--- src/rtl/lzc_pipe.sv ---
// Registered leading/trailing zero counter built on a binary-tree priority encoder.
// Optional macro LZC_PIPE_EXTRA_STAGE_EN splits the tree with a mid-level register (latency 2).
module lzc_pipe #(
    parameter  int WIDTH     = 16,
    parameter  int MODE      = 0,
    localparam int CNT_WIDTH = (WIDTH > 1) ? $clog2(WIDTH) : 1
) (
    input  logic                 clk_i,
    input  logic                 rst_i,
    input  logic                 valid_i,
    input  logic [WIDTH-1:0]     in_i,
    output logic                 valid_o,
    output logic [CNT_WIDTH-1:0] cnt_o,
    output logic                 empty_o
);

    localparam int PW = 1 << CNT_WIDTH;
`ifdef LZC_PIPE_EXTRA_STAGE_EN
    localparam int NS = 1 << (CNT_WIDTH / 2);
`else
    localparam int NS = 1;
`endif

    if (WIDTH < 1 || WIDTH > 256 || (MODE != 0 && MODE != 1)) begin : g_badParam
        $fatal(1, "lzc_pipe: illegal parameters WIDTH=%0d MODE=%0d", WIDTH, MODE);
    end

    logic [PW-1:0]        w_vec;
    logic                 w_nodeAny [NS:2*PW-1];
    logic [CNT_WIDTH-1:0] w_nodeIdx [NS:2*PW-1];

    // Heap-ordered tree: node n has children 2n (lower bit indices) and 2n+1.
    // Leaves sit at PW+i; padding bits above WIDTH stay zero so they never win.
    always_comb begin
        w_vec = '0;
        for (int i = 0; i < WIDTH; i++) begin
            w_vec[i] = (MODE == 1) ? in_i[WIDTH-1-i] : in_i[i];
        end
        for (int i = 0; i < PW; i++) begin
            w_nodeAny[PW+i] = w_vec[i];
            w_nodeIdx[PW+i] = CNT_WIDTH'(i);
        end
        for (int n = PW - 1; n >= NS; n--) begin
            w_nodeAny[n] = w_nodeAny[2*n] | w_nodeAny[2*n+1];
            w_nodeIdx[n] = w_nodeAny[2*n] ? w_nodeIdx[2*n] : w_nodeIdx[2*n+1];
        end
    end

    logic                 w_resValid;
    logic                 w_resAny;
    logic [CNT_WIDTH-1:0] w_resIdx;

`ifdef LZC_PIPE_EXTRA_STAGE_EN
    logic                 r_midValid;
    logic                 r_midAny [NS:2*NS-1];
    logic [CNT_WIDTH-1:0] r_midIdx [NS:2*NS-1];
    logic                 w_topAny [1:2*NS-1];
    logic [CNT_WIDTH-1:0] w_topIdx [1:2*NS-1];

    always_ff @(posedge clk_i or posedge rst_i) begin
        if (rst_i) begin
            r_midValid <= 1'b0;
            for (int n = NS; n < 2*NS; n++) begin
                r_midAny[n] <= 1'b0;
                r_midIdx[n] <= '0;
            end
        end else begin
            r_midValid <= valid_i;
            if (valid_i) begin
                for (int n = NS; n < 2*NS; n++) begin
                    r_midAny[n] <= w_nodeAny[n];
                    r_midIdx[n] <= w_nodeIdx[n];
                end
            end
        end
    end

    // Upper half of the tree, fed from the registered mid-level nodes.
    always_comb begin
        for (int n = NS; n < 2*NS; n++) begin
            w_topAny[n] = r_midAny[n];
            w_topIdx[n] = r_midIdx[n];
        end
        for (int n = NS - 1; n >= 1; n--) begin
            w_topAny[n] = w_topAny[2*n] | w_topAny[2*n+1];
            w_topIdx[n] = w_topAny[2*n] ? w_topIdx[2*n] : w_topIdx[2*n+1];
        end
    end

    assign w_resValid = r_midValid;
    assign w_resAny   = w_topAny[1];
    assign w_resIdx   = w_topIdx[1];
`else
    assign w_resValid = valid_i;
    assign w_resAny   = w_nodeAny[1];
    assign w_resIdx   = w_nodeIdx[1];
`endif

    logic                 r_valid;
    logic [CNT_WIDTH-1:0] r_cnt;
    logic                 r_empty;

    // Data only loads on a qualified result so idle inputs never reach the outputs.
    always_ff @(posedge clk_i or posedge rst_i) begin
        if (rst_i) begin
            r_valid <= 1'b0;
            r_cnt   <= '0;
            r_empty <= 1'b1;
        end else begin
            r_valid <= w_resValid;
            if (w_resValid) begin
                r_cnt   <= w_resAny ? w_resIdx : '0;
                r_empty <= ~w_resAny;
            end
        end
    end

    assign valid_o = r_valid;
    assign cnt_o   = r_cnt;
    assign empty_o = r_empty;

endmodule

--- config.mk ---
export PLATFORM = sky130hd
export DESIGN_NAME = lzc_pipe
export DESIGN_NICKNAME = d
export VERILOG_FILES = /design/src/rtl/lzc_pipe.sv
export SDC_FILE = /design/constraint.sdc
export NUM_CORES = 1
export LEC_CHECK = 0
export CAP_MARGIN = 20
export CORE_AREA = 2 2 39 41
export CTS_CLUSTER_SIZE = 30
export DETAILED_ROUTE_END_ITERATION = 8
export DIE_AREA = 0 0 41 43
export PLACE_DENSITY = 0.75
export SYNTH_ARGS = -nofsm -noshare
export SYNTH_HDL_FRONTEND = slang
export SYNTH_SLANG_ARGS = --single-unit
--- constraint.sdc ---
create_clock -name clk_i -period 1.73 [get_ports clk_i]
set_input_delay 0.173 -clock clk_i [delete_from_list [all_inputs] [get_ports clk_i]]
set_output_delay 0.173 -clock clk_i [all_outputs]
set_load 0.02 [all_outputs]
==> key figures <==
Cells and area
  – Fill cells: 132
  – Final Cell Area: 746 µm²
  – Area grow syn2layout: 90.4%
  – Final core utilization: 53.9%
  – Layout Cells excl Fill: 95
  – Nets: 99
  – Area occupied by multi-input gates: 218 µm²
  – FF+latch area: 151 µm²
  – Layout cell share with drive strength beyond 1: 24.1%
  – N_diodes: 0

GRT
  – First-pass GRT wire length: 1.63 mm
  – Met3 GRT Util: 2.09%
  – Grt met1 use: 17.2%
  – Total global routing track utilization: 13.9%
  – Largest net degree at the start of global routing: 7
  – Grt total ovfl: 0
  – Met2 usage: 21.6%
  – Initial antenna violation count: 0
  – Vias in the first global route: 416
  – Busiest grt layer: met2

Yosys
  – Synthesized area: 392 µm²
  – Average cell area after synthesis: 9.32 µm²
  – Yosys cell types: 25
  – Yosys warns: 0
  – Post-Syn Instances: 42
  – #FFs+latches synth: 6
  – Mapped Nets: 61
  – Sequential-to-total area share from yosys stat: 38.7%
  – Fraction of registers with async set/reset: 100%
  – Main synth FF type: dfrtp_1
  – Post-synth EDFFs: 0

Route
  – DR vias/cell: 4.84
  – Mean routed wirelength per cell: 11.3 µm
  – WL final: 1.07 mm
  – Vias: 460
  – Number of antenna-violating nets in the routed design: 0
  – Iteration-0 DRC Markers: 3
  – DRT Pass-1 Iters: 4
  – DRC: 0

Power and ir drop
  – Lkg Pwr: 0.322 nW
  – Power per cell area: 552 nW/µm²
  – Max VDD drop: 0.000244 V
  – Power, Total: 0.412 mW

Timing
  – Max-slew headroom: 76.5%
  – Final Hold Fails: 0
  – Unrepaired setup endpoints after global routing: no
  – Setup TNS: 0 ns
  – Hold WS: 0.130 ns
  – Final worst setup slack: 0.138 ns
  – Final setup fails: 0
  – Clock Skew: 0 ns
  – Period utilization: 92.0%
  – Minimum clock period: 1.59 ns
  – Max Transition Viols Final: 0
  – Worst Max-Slew Pin Slew: 0.350 ns
  – FMAX: 0.628 GHz

Setup path
  – Critical Path RT: 1.93 ns
  – Worst R2R End: cnt_o[0]
  – Worst R2R Setup Slack: 0.88 ns
  – CP max FO: 2
  – Worst setup endpoint: cnt_o[0]
  – Endpoint arrival time on the critical path: 1.79 ns
  – FF-to-FF Start: cnt_o[0]
  – Nature of the critical path endpoint: flip-flop
  – CP Class: in -> reg
  – Worst r2r path cells: 1
  – Critical path startpoint: in_i[1]
  – Critical path launch point type: input port

Die
  – Die W: 41 µm
  – Initial Utilization: 28.3%
  – Chip Height: 43 µm
  – Top Ports: 25
  – Core area: 1380 µm²
  – Die ar.: 1760 µm²
  – Site Rows: 14

Clocking
  – Worst-Skew Late Latency: 0.25 ns
  – CTS Sinks: 6
  – Htree depth: 1
  – Postcts setup bufs: 0
  – # resized after CTS: 0
  – Inserted Clock Buffers: 3
  – Hold Buf Count CTS: 0
  – Clock-pin slew on the worst setup and hold paths: 0.05 ns
  – CTS tree: done
  – CTS root buf: clkbuf_4
  – Deepest clock path buffer count: 2

Placed design
  – Pre-CTS setup slack: -0.0710 ns
  – GP Congestion: 0.794
  – DP Wirelength: 875 µm
  – Dpl cells: 91
  – Cell area after placement: 719 µm²
  – I/O Buffers: 24

Status
  – Outcome: finished, final reports clean

Run
  – Max Cap Viol: 0

Min path
  – Hold/Removal Path Class: in -> async
==> worst min path at each step <==
stage / from / endpoint / slack (ns) / cells after the start
2_1_floorplan: rst_i / cnt_o[0] / -0.04 / 1
6_report: rst_i / cnt_o[3] / 0.13 / 2
5_1_grt: rst_i / cnt_o[3] / 0.14 / 2
4_1_cts: rst_i / cnt_o[3] / 0.14 / 2
3_5_place_dp: rst_i / valid_o / 0.40 / 2
3_3_place_gp: rst_i / valid_o / 0.40 / 2
==> synthesized netlist by cell type (2+ instances only) <==
| master | instances | area (µm²) |
|---|---|---|
| inv_1 | 6 | 22.5 |
| dfrtp_1 | 5 | 125 |
| nor2_1 | 4 | 15.0 |
| a21oi_1 | 3 | 15.0 |
| nor3_1 | 3 | 15.0 |
| nor4_1 | 2 | 12.5 |
==> cell families (layout without fill, tap and decap cells) <==
logic type / after synthesis / in the layout / synth area share [%]
AOI/OAI and AO/OA: 11 / 11 / 21.7
buffers and inverters: 6 / 43 / 5.75
DFF: 6 / 6 / 38.7
muxes: 1 / 1 / 2.88
and+or+nand+nor: 18 / 18 / 31.0
==> flip-flops by register name, indices dropped and copies added (netlist names) <==
| register | flops |
|---|---|
| cnt_o | 4 |
| empty_o | 1 |
| valid_o | 1 |
==> power breakdown <==
group / switching (mW) / total (mW) / internal (mW)
sequential: 0.00351 / 0.150 / 0.147
clock: 0.0610 / 0.149 / 0.0880
combinational: 0.0425 / 0.112 / 0.0700
total: 0.107 / 0.412 / 0.305
==> layer usage <==
| layer | vias up | wire length (µm) |
|---|---|---|
| met3 | 3 | 92 |
| met2 | 24 | 524 |
| met5 | - | 0 |
| li1 | 235 | - |
| met1 | 198 | 432 |
| met4 | 0 | 21 |
==> cell usage in the layout (no fill, tap or decap), types with 2 or more instances in the layout <==
cell type	instances
inv_1	6
dfrtp_1	5
nor2_1	4
clkbuf_4	3
nor4_1	2
a21oi_1	3
buf_4	9
nor3_1	3
clkdlybuf4s50_1	24
==> cell type report <==
type | count | area share [%]
sequential | 6 | 20.3
tap | 16 | 2.68
inverter | 6 | 3.02
timing repair buffer | 33 | 41.3
clock buffer | 4 | 3.52
multi-input combinational | 30 | 29.2
==> worst max-delay path, cell delays in order <==
cell and delay (ns):
clkdlybuf4s50_1 0.42, or4_4 0.55, a211oi_2 0.24, nor4b_2 0.25
a221o_1 0.14
Note: power is estimated with default switching activity, not from simulation.
